**src/rtl/wsx_pkg.sv**
```systemverilog
// Package for wrap_shift_xor_engine.
// Holds the FSM state type, default geometry constants and the mask helper
// shared by the top level and the extractor.
// Optional feature macro: WSX_FAST_EN (merges EXTRACT and COMBINE into one state).
package wsx_pkg;

    localparam int unsigned WSX_WORD_WIDTH = 32;
    localparam int unsigned WSX_TAIL_BITS  = 5;
    localparam int unsigned WSX_IDX_W      = $clog2(WSX_WORD_WIDTH);
    // Largest legal shift index when the wrap branch is taken (W-T).
    localparam int unsigned S_LIMIT        = WSX_WORD_WIDTH - WSX_TAIL_BITS;

    typedef enum logic [1:0] {
        StIdle,
        StExtract,
        StCombine,
        StHold
    } wsx_state_e;

    // (1<<n)-1 in a wide container, so that mask_n(W) is all ones for any W < 64.
    function automatic logic [63:0] mask_n(input int unsigned n);
        if (n >= 64) begin
            return '1;
        end
        return (64'd1 << n) - 64'd1;
    endfunction

endpackage

```
**src/rtl/wsx_if.sv**
```systemverilog
// Request/response bus of wrap_shift_xor_engine.
// master: requester side (drives request fields and out_ready).
// slave : engine side (drives in_ready, out_valid, result, err).
interface wsx_if #(
    parameter int unsigned WORD_WIDTH = 32,
    parameter int unsigned NUM_CH     = 2,
    parameter int unsigned SHIFT_W    = 16,
    parameter int unsigned IDX_W      = $clog2(WORD_WIDTH)
) ();

    logic                          in_valid;
    logic                          in_ready;
    logic [WORD_WIDTH-1:0]         word_zero;
    logic [WORD_WIDTH-1:0]         word_last;
    logic [WORD_WIDTH-1:0]         word_tail;
    logic [NUM_CH*WORD_WIDTH-1:0]  acc_words;
    logic [NUM_CH*SHIFT_W-1:0]     shift;
    logic [NUM_CH*IDX_W-1:0]       shift_idx;
    logic                          out_valid;
    logic                          out_ready;
    logic [NUM_CH*WORD_WIDTH-1:0]  result;
    logic [NUM_CH-1:0]             err;

    modport master (
        output in_valid, word_zero, word_last, word_tail, acc_words, shift, shift_idx,
        output out_ready,
        input  in_ready, out_valid, result, err
    );

    modport slave (
        input  in_valid, word_zero, word_last, word_tail, acc_words, shift, shift_idx,
        input  out_ready,
        output in_ready, out_valid, result, err
    );

endinterface

```
**src/rtl/wsx_extract.sv**
```systemverilog
// Combinational wrap-around word extractor for one lane.
// Ports: zero/last/tail operand words, r (shift low bits), s (shift index);
//        e = extracted word, illegal = wrap branch with s beyond W-T.
module wsx_extract
    import wsx_pkg::*;
#(
    parameter int unsigned WORD_WIDTH = WSX_WORD_WIDTH,
    parameter int unsigned TAIL_BITS  = WSX_TAIL_BITS,
    parameter int unsigned IDX_W      = $clog2(WORD_WIDTH),
    parameter int unsigned S_MAX      = S_LIMIT
) (
    input  logic [WORD_WIDTH-1:0] zero,
    input  logic [WORD_WIDTH-1:0] last,
    input  logic [WORD_WIDTH-1:0] tail,
    input  logic [IDX_W-1:0]      r,
    input  logic [IDX_W-1:0]      s,
    output logic [WORD_WIDTH-1:0] e,
    output logic                  illegal
);

    int unsigned           ri, si, lo_w;
    logic [WORD_WIDTH-1:0] zm, tail_m, mask_lo, mask_r;

    always_comb begin
        ri      = 32'(r);
        si      = 32'(s);
        zm      = zero & WORD_WIDTH'(mask_n(si));
        tail_m  = tail & WORD_WIDTH'(mask_n(TAIL_BITS));
        mask_r  = WORD_WIDTH'(mask_n(ri));
        lo_w    = 0;
        mask_lo = '0;
        e       = '0;
        illegal = 1'b0;
        if (ri >= TAIL_BITS) begin
            if (si > S_MAX) begin
                illegal = 1'b1;
            end else begin
                lo_w    = WORD_WIDTH - TAIL_BITS - si;
                mask_lo = WORD_WIDTH'(mask_n(lo_w));
                // Shifts of W or more yield zero, which drops the zero-word term at s=0.
                e = (zm << (WORD_WIDTH - si)) | (tail_m << lo_w) |
                    ((last >> (TAIL_BITS + si)) & mask_lo);
            end
        end else begin
            e = (zm << ri) | ((tail_m >> (TAIL_BITS - ri)) & mask_r);
        end
    end

endmodule

```
**src/rtl/wrap_shift_xor_engine.sv**
```systemverilog
// Multi-lane wrap-around shift/XOR engine.
// Latches one request (shared operand words plus per-lane acc/shift/index),
// then walks the lanes one at a time through a single shared extractor,
// writing result[c] = acc[c] ^ E (or acc[c] with err[c]=1 on an illegal index).
// Ports: clk, rst_n (async, active-low), bus (wsx_if.slave: request and response).
// Optional feature macro: WSX_FAST_EN -- one cycle per lane instead of two.
module wrap_shift_xor_engine
    import wsx_pkg::*;
#(
    parameter int unsigned WORD_WIDTH = WSX_WORD_WIDTH,
    parameter int unsigned TAIL_BITS  = WSX_TAIL_BITS,
    parameter int unsigned NUM_CH     = 2,
    parameter int unsigned SHIFT_W    = 16,
    parameter int unsigned IDX_W      = $clog2(WORD_WIDTH)
) (
    input  logic   clk,
    input  logic   rst_n,
    wsx_if.slave   bus
);

    localparam int unsigned CH_W = (NUM_CH > 1) ? $clog2(NUM_CH) : 1;

    wsx_state_e                   state_q, state_d;
    logic [CH_W-1:0]              ch_q;
    logic [WORD_WIDTH-1:0]        zero_q, last_q, tail_q;
    logic [NUM_CH*WORD_WIDTH-1:0] acc_q, result_q;
    logic [NUM_CH*IDX_W-1:0]      r_q, s_q;
    logic [NUM_CH-1:0]            err_q;

    logic [IDX_W-1:0]             lane_r, lane_s;
    logic [WORD_WIDTH-1:0]        lane_e, lane_acc;
    logic                         lane_ill;
    logic                         last_lane;
    logic                         accept;

    assign bus.in_ready  = (state_q == StIdle);
    assign bus.out_valid = (state_q == StHold);
    assign bus.result    = result_q;
    assign bus.err       = err_q;

    assign accept    = bus.in_valid && (state_q == StIdle);
    assign last_lane = (ch_q == CH_W'(NUM_CH - 1));
    assign lane_r    = r_q[ch_q*IDX_W +: IDX_W];
    assign lane_s    = s_q[ch_q*IDX_W +: IDX_W];
    assign lane_acc  = acc_q[ch_q*WORD_WIDTH +: WORD_WIDTH];

    wsx_extract #(
        .WORD_WIDTH (WORD_WIDTH),
        .TAIL_BITS  (TAIL_BITS),
        .IDX_W      (IDX_W),
        .S_MAX      (WORD_WIDTH - TAIL_BITS)
    ) u_extract (
        .zero    (zero_q),
        .last    (last_q),
        .tail    (tail_q),
        .r       (lane_r),
        .s       (lane_s),
        .e       (lane_e),
        .illegal (lane_ill)
    );

    always_comb begin
        state_d = state_q;
        unique case (state_q)
            StIdle:    if (bus.in_valid) state_d = StExtract;
`ifdef WSX_FAST_EN
            StExtract: state_d = last_lane ? StHold : StExtract;
`else
            StExtract: state_d = StCombine;
`endif
            StCombine: state_d = last_lane ? StHold : StExtract;
            StHold:    if (bus.out_ready) state_d = StIdle;
            default:   state_d = StIdle;
        endcase
    end

`ifndef WSX_FAST_EN
    logic [WORD_WIDTH-1:0] e_q;
    logic                  ill_q;
`endif

    always_ff @(posedge clk or negedge rst_n) begin
        if (!rst_n) begin
            state_q  <= StIdle;
            ch_q     <= '0;
            zero_q   <= '0;
            last_q   <= '0;
            tail_q   <= '0;
            acc_q    <= '0;
            r_q      <= '0;
            s_q      <= '0;
            result_q <= '0;
            err_q    <= '0;
`ifndef WSX_FAST_EN
            e_q      <= '0;
            ill_q    <= 1'b0;
`endif
        end else begin
            state_q <= state_d;
            if (accept) begin
                zero_q <= bus.word_zero;
                last_q <= bus.word_last;
                tail_q <= bus.word_tail;
                acc_q  <= bus.acc_words;
                s_q    <= bus.shift_idx;
                ch_q   <= '0;
                // Only the low IDX_W bits of each lane's shift take part in extraction.
                for (int c = 0; c < NUM_CH; c++) begin
                    r_q[c*IDX_W +: IDX_W] <= bus.shift[c*SHIFT_W +: IDX_W];
                end
            end
`ifdef WSX_FAST_EN
            if (state_q == StExtract) begin
                result_q[ch_q*WORD_WIDTH +: WORD_WIDTH] <= lane_acc ^ (lane_e & {WORD_WIDTH{~lane_ill}});
                err_q[ch_q] <= lane_ill;
                if (!last_lane) ch_q <= ch_q + CH_W'(1);
            end
`else
            if (state_q == StExtract) begin
                e_q   <= lane_e;
                ill_q <= lane_ill;
            end
            if (state_q == StCombine) begin
                result_q[ch_q*WORD_WIDTH +: WORD_WIDTH] <= lane_acc ^ (e_q & {WORD_WIDTH{~ill_q}});
                err_q[ch_q] <= ill_q;
                if (!last_lane) ch_q <= ch_q + CH_W'(1);
            end
`endif
        end
    end

endmodule

```
**src/flat_wrapper.sv**
```systemverilog
// flat-port wrapper written by rule: the top's interface ports become plain ports
module wrap_shift_xor_engine_flat import wsx_pkg::*;
#(
    parameter int unsigned WORD_WIDTH = WSX_WORD_WIDTH,
    parameter int unsigned TAIL_BITS  = WSX_TAIL_BITS,
    parameter int unsigned NUM_CH     = 2,
    parameter int unsigned SHIFT_W    = 16,
    parameter int unsigned IDX_W      = $clog2(WORD_WIDTH)
)
  (clk, rst_n, bus_in_valid, bus_word_zero, bus_word_last, bus_word_tail, bus_acc_words, bus_shift, bus_shift_idx, bus_out_ready, bus_in_ready, bus_out_valid, bus_result, bus_err);
  wsx_if #(.WORD_WIDTH(WORD_WIDTH), .NUM_CH(NUM_CH), .SHIFT_W(SHIFT_W), .IDX_W(IDX_W)) bus_i ();
  input  logic clk;
  input  logic rst_n;
  input wire logic [$bits(bus_i.in_valid)-1:0] bus_in_valid;
  input wire logic [$bits(bus_i.word_zero)-1:0] bus_word_zero;
  input wire logic [$bits(bus_i.word_last)-1:0] bus_word_last;
  input wire logic [$bits(bus_i.word_tail)-1:0] bus_word_tail;
  input wire logic [$bits(bus_i.acc_words)-1:0] bus_acc_words;
  input wire logic [$bits(bus_i.shift)-1:0] bus_shift;
  input wire logic [$bits(bus_i.shift_idx)-1:0] bus_shift_idx;
  input wire logic [$bits(bus_i.out_ready)-1:0] bus_out_ready;
  output wire logic [$bits(bus_i.in_ready)-1:0] bus_in_ready;
  output wire logic [$bits(bus_i.out_valid)-1:0] bus_out_valid;
  output wire logic [$bits(bus_i.result)-1:0] bus_result;
  output wire logic [$bits(bus_i.err)-1:0] bus_err;
  assign bus_i.in_valid = bus_in_valid;
  assign bus_i.word_zero = bus_word_zero;
  assign bus_i.word_last = bus_word_last;
  assign bus_i.word_tail = bus_word_tail;
  assign bus_i.acc_words = bus_acc_words;
  assign bus_i.shift = bus_shift;
  assign bus_i.shift_idx = bus_shift_idx;
  assign bus_i.out_ready = bus_out_ready;
  assign bus_in_ready = bus_i.in_ready;
  assign bus_out_valid = bus_i.out_valid;
  assign bus_result = bus_i.result;
  assign bus_err = bus_i.err;
  wrap_shift_xor_engine #(.WORD_WIDTH(WORD_WIDTH), .TAIL_BITS(TAIL_BITS), .NUM_CH(NUM_CH), .SHIFT_W(SHIFT_W), .IDX_W(IDX_W)) u_core (.clk(clk), .rst_n(rst_n), .bus(bus_i));
endmodule
```
**config.mk**
```make
export PLATFORM = sky130hd
export DESIGN_NAME = wrap_shift_xor_engine_flat
export DESIGN_NICKNAME = d
export VERILOG_FILES = /design/src/rtl/wsx_pkg.sv /design/src/rtl/wsx_if.sv /design/src/rtl/wsx_extract.sv /design/src/rtl/wrap_shift_xor_engine.sv /design/src/flat_wrapper.sv
export SDC_FILE = /design/constraint.sdc
export NUM_CORES = 1
export LEC_CHECK = 0
export CORE_ASPECT_RATIO = 1.5
export CORE_MARGIN = 2
export CORE_UTILIZATION = 25
export DETAILED_ROUTE_END_ITERATION = 8
export HOLD_SLACK_MARGIN = 0.08
export SETUP_SLACK_MARGIN = 0.3
export SLEW_MARGIN = 20
export SYNTH_ARGS = -nofsm -noshare
export SYNTH_HDL_FRONTEND = slang
export SYNTH_SLANG_ARGS = --single-unit
```
**constraint.sdc**
```tcl
create_clock -name clk -period 11 [get_ports clk]
set_clock_uncertainty 0.1 [all_clocks]
set_input_delay 3.3 -clock clk [delete_from_list [all_inputs] [get_ports clk]]
set_output_delay 3.3 -clock clk [all_outputs]
set_load 0.01 [all_outputs]
```
* After elaboration in Yosys (flattened, before gate mapping)
Cells that the tools add are included.
** Cells by class
- Muxes and demuxes :: 22
- Add/sub/neg operators :: 9
- Multiply operators :: 1
- Eq/ne operators :: 5
- $lt $le $gt $ge :: 5
- Shift-type cells :: 13
- Bitwise gates (word level) :: 9
- Reduce and logical (&&, ||, !) cells :: 4
** Operators with widths (count)
- 2-to-1 mux 32 bit :: 6
- bitwise AND 32 bit :: 4
- bitwise OR 32 bit :: 3
- subtractor 32 x 1 -> 32 bit, second input constant :: 3
- bitwise mux 64 bit :: 1
- variable shift 32 x 34 -> 64 bit, first input constant :: 1
- variable part select 32 x 34 -> 64 bit :: 1
- variable part select 64 x 7 -> 32 bit :: 1
- left shift 1 x 5 -> 32 bit, first input constant :: 2
- negation 6 -> 34 bit :: 1
- >= comparator 32 x 7 -> 1 bit, second input constant :: 1
- left shift 1 x 32 -> 32 bit, first input constant :: 1
- left shift 32 x 32 -> 32 bit :: 1
- left shift 32 x 5 -> 32 bit :: 1
- left shift 5 x 32 -> 32 bit :: 1
- >> shifter 32 x 6 -> 32 bit :: 1
- >> shifter 5 x 32 -> 32 bit :: 1
- XOR 32 bit :: 1
- variable part select 10 x 5 -> 5 bit :: 2
- 2-to-1 mux 1 bit :: 9
- case mux 2 bit (4 select lines) :: 1
- subtractor 6 x 5 -> 7 bit, first input constant :: 1
- adder 3 x 5 -> 6 bit, first input constant :: 1
- 2-to-1 mux 2 bit :: 3
- other kinds (17) :: 20
** Word-level totals
- Bits of input ports :: 206
- Bits in registers :: 255
- Output and inout bits :: 68

* Depth between registers and ports, before layout
- Depth after elaboration :: 14
- Depth in mapped cells :: 22
- Mapped depth without buffers :: 16

* Modules after synthesis
From an unflattened synthesis, not the netlist that was laid out.
** Second synthesis, totals
- Cell total of the unflattened synthesis :: 2042
- Area, all modules :: 19702.6 um^2
** Modules (own cells, without submodules)
- wrap_shift_xor_engine :: seq. area each 7056.8 um^2, cells each 788, instances 1, area an instance 11661.2 um^2
- wsx_extract :: seq. area each 0.0 um^2, cells each 1254, instances 1, area an instance 8041.5 um^2

* Worst setup path after synthesis
OpenSTA, ideal clock, no wires.
- Kind :: reg-to-reg
- Start :: register u_core.ch_q
- End :: register u_core.e_q[23]
- Library setup time :: 0.136 ns
- Path slack :: 5.512 ns
- Arrival time :: 5.253 ns
- Stages on the path, launching flop included :: 22
- Cell sequence :: dfrtp_1 > buf_4 > mux2i_1 > buf_4 > buf_2 > buf_2 > buf_2 > ha_1 > clkbuf_1 > and2_0 > nand2_1 > ha_1 > or4b_1 > a21oi_2 > o22ai_2 > mux2_2 > nand2_1 > nand2_1 > mux4_2 > a221oi_1 > o21a_1 > o221ai_2
** On the way
- Longest elaborated chain between the ends :: 14
- Elaborated cells on any way between the ends :: 35
** Ends and longest elaborated chain
- start, declared :: RTL line wrap_shift_xor_engine.sv:24 : logic [CH_W-1:0] ch_q;
- start signal, assigned :: RTL line wrap_shift_xor_engine.sv:126 : if (!last_lane) ch_q <= ch_q + CH_W'(1);
- multiplier 1 x 3 -> 4 bit (*) :: RTL line wrap_shift_xor_engine.sv:43, wrap_shift_xor_engine.sv:44
- variable part select 10 x 5 -> 5 bit :: RTL line wrap_shift_xor_engine.sv:44 : assign lane_s = s_q[ch_q*IDX_W +: IDX_W];
- subtractor 5 x 5 -> 6 bit :: RTL line wsx_extract.sv:38 : lo_w = WORD_WIDTH - TAIL_BITS - si;
- >= comparator 32 x 7 -> 1 bit :: RTL line wsx_pkg.sv:22 : if (n >= 64) begin
- 2-to-1 mux 1 bit :: RTL line wsx_pkg.sv:22
- 2-to-1 mux 1 bit :: RTL line wsx_extract.sv:35 : if (si > S_MAX) begin
- 2-to-1 mux 1 bit :: RTL line wsx_extract.sv:34 : if (ri >= TAIL_BITS) begin
- 2-to-1 mux 32 bit :: RTL line wsx_pkg.sv:25 : return (64'd1 << n) - 64'd1;
- 2-to-1 mux 32 bit :: RTL line wsx_extract.sv:35
- 2-to-1 mux 32 bit :: RTL line wsx_extract.sv:34
- bitwise AND 32 bit :: RTL line wsx_extract.sv:42 : ((last >> (TAIL_BITS + si)) & mask_lo);
- bitwise OR 32 bit :: RTL line wsx_extract.sv:41 : e = (zm << (WORD_WIDTH - si)) | (tail_m << lo_w) |
- 2-to-1 mux 32 bit :: RTL line wsx_extract.sv:35
- 2-to-1 mux 32 bit (*) :: RTL line wsx_extract.sv:34
- end signal, assigned :: RTL line wrap_shift_xor_engine.sv:120 : e_q <= lane_e;
- end, declared :: RTL line wrap_shift_xor_engine.sv:78 : logic [WORD_WIDTH-1:0] e_q;
Mark *: on every way between the ends. The rest lies on a longest branch, timed or not. The select of a mux whose other input is x is not followed.
A chain may end at the register's enable or synchronous reset.

* Worst setup path in the final report
- Start :: register u_core.ch_q
- End :: register u_core.e_q[28]
Same word-level chain as after synthesis.

==> metrics.txt <==
status=complete, no violations; fmax=~150 MHz; Remaining Overflow, GRT=0; width of the die=approximately 220 um; Yosys cell types=98; uppermost layer routed=met4; DP HPWL=53600 um; final core occ=about 31%; area share of fa/ha/maj cells after synthesis=less than 1%; TNS Setup=0 ps; CTS tree=yes; port buffer count=~220; Placed Cells=2914; die area=about 71000 um2; setup bufs post-CTS=0; cts hold-fix bufs=0; Yosys warnings=0; Post-Synth XOR/XNOR Area=about 2.2%; Starting Density=25.2%; vias in the first global route=about 16000; WP data arrival=7080 ps; Post-DRT Antenna Nets=0; worst skew pair latency=620 ps; Syn Inst Count=1906; sequential element share of the synthesized area=36.1%; CTS resizes=0; first-pass GRT wire length=about 100000 um; DRT iter0 DRCs=between 1000 and 1500; io pins=~270; DR DRC count=0; Std-Cell Rows=118; actual slew at the worst max-slew pin=about 1200 ps; largest family of logic cells by synthesized area=compound AO/OA/AOI/OAI gates; Avg WL per Cell=approximately 24 um; syn nets=approximately 2100; post-synthesis mux area share=19.9%; Final Net Count=approximately 2300; GPL Wtd Cong=between 1 and 1.5; Via density=about 5.4; #FFs+latches synth=250; Slew Limit Fails=0; TritonCTS buffer count=29; Syn-to-layout area delta=23.4%; unrepaired setup endpoints after global routing=no; Main synth FF type=dfrtp_1; post-route insts no fill=2968; most common cell after layout, fill and taps aside=nand2_1; Cell Area, Synth=17300 um2; number of flops mapped to enable cells by yosys=0; Initial DRT Pass Iterations=7; Worst Setup End Kind=register; wl on met1=26500 um; met3 wire len=4280 um; Final min period=between 6000 and 7000 ps; HP Class=register to register; clock slew at reported path FFs=around 70 ps; ant diodes=0; vias after detailed routing=16100; final setup violation count=0; pin count of the biggest net entering global routing=~110; critical path class=register to register; Reg2Reg Setup Slack=about 4300 ps; Yosys top cell by area=dfrtp_1; critical path launch point type=register; final wirelength=between 60000 and 70000 um; fin crit share=60.8%; layout cells sized above 1=between 10% and 20%; Final Hold Fails=0; CTS Sinks=250; Slew HR=between 10% and 20%; simple-gate share of the synthesized area=about 16%; clk buf depth=3; ys async rst share=100%; max-cap viol count=0; H-tree depth=1; clock root buffer=clkbuf_16; length of routed met2 wiring=~34000 um; number of antenna violations at the first check in global routing=0; die height=326 um; GRT Total Usage=between 10% and 20%; CP Max Fanout=60; Synth area leaders=dfrtp_1 (36%), mux2_2 (10%), mux2i_1 (6.2%); CP Data Required Time=11390 ps; Synth Area in Compound Gates=approximately a fifth; share of the synthesized area in the top cell type=36.1%; syn_area_per_cell=a little over 9 um2; most frequent cells in the layout=nand2_1 (268), dfrtp_1 (249), clkdlybuf4s50_1 (218); core area=slightly below 70000 um2
-- final timing paths --
| path | endpoint | depth (start not counted) | start |
|---|---|---|---|
| worst max register to register | u_core.e_q[28] | 16 | u_core.ch_q |
| max in group asynchronous | u_core.bus.result[11] | 2 | rst_n |
| worst min register to register | u_core.bus.result[47] | 2 | u_core.bus.result[47] |
| worst min-delay path | u_core.bus.result[47] | 2 | u_core.bus.result[47] |
| worst max-delay path | u_core.e_q[28] | 16 | u_core.ch_q |
| min in group asynchronous | u_core.s_q[2] | 1 | rst_n |
-- layer usage --
| layer | GRT usage [%] | vias to the layer above |
|---|---|---|
| met5 | 0 | - |
| met4 | 12.7 | 0 |
| met3 | 2.59 | 181 |
| met2 | 32.9 | 718 |
| met1 | 22.2 | 7848 |
| li1 | - | 7332 |
-- worst max-delay path, stage by stage, from the launching register on --
cell and delay, ps:
dfrtp_4 640, mux2i_4 660, inv_1 80, buf_4 360, ha_1 610, nand3_1 180, ha_1 360, or4b_1 550
a21o_1 300, a22oi_2 420, a21boi_0 220, o21ai_0 420, mux2i_1 290, o211a_1 280, nor4_1 750, o21a_1 190
o21ai_0 100
-- per-stage QoR --
step	setup WS (ps)	hold slack (ps)	cell area (um2)
3_3_place_gp	4620	363	20300
6_report	4310	377	21400
5_1_grt	4020	403	21400
4_1_cts	4530	384	21400
3_5_place_dp	4590	370	20300
2_1_floorplan	5510	351	17300
-- kinds of logic after synthesis --
group	after synthesis
xor gates and xnor gates	44
adders and majority gates	13
AOI/OAI and AO/OA	528
muxes	293
buffers and inverters	166
DFF	250
and+or+nand+nor	612
-- sequential cells by signal (all words and copies together) (netlist names) --
name               flops
u_core.ill_q           1
u_core.zero_q         32
u_core.tail_q          5
u_core.s_q            10
u_core.state_q         2
u_core.e_q            32
u_core.r_q            10
u_core.bus.err         2
u_core.last_q         27
u_core.ch_q            1
u_core.bus.result     64
u_core.acc_q          64
-- cell type report --
class                      instances  area (um2)
fill                            7275       47400
multi-input combinational       1490       10400
sequential                       250        6260
timing repair buffer             252        2440
tap                              900        1130
clock buffer                      37         796
clock inverter                    17         224
inverter                          22        82.6
-- cells in the mapped netlist, types with 7 or more instances --
library cell,n
a2111oi_0,7
a211oi_1,18
a21oi_1,93
a221o_1,9
a221oi_1,18
a22oi_1,9
a31oi_1,20
and2_1,13
and3_1,10
buf_1,17
buf_2,23
clkbuf_1,94
dfrtp_1,250
ha_1,13
inv_1,17
mux2_2,159
mux2i_1,108
mux4_2,24
nand2_1,268
nand2b_1,41
nand3_1,44
nor2_1,143
nor3_1,25
nor4_1,15
o2111ai_1,9
o211ai_1,20
o21a_1,9
o21ai_0,157
o21ai_1,13
o221ai_1,18
o22ai_1,21
o32ai_1,7
or3_1,9
xnor2_1,41
Power is not shown: default switching activity piles up to over one toggle a cycle in this logic, so the estimate is an artifact.
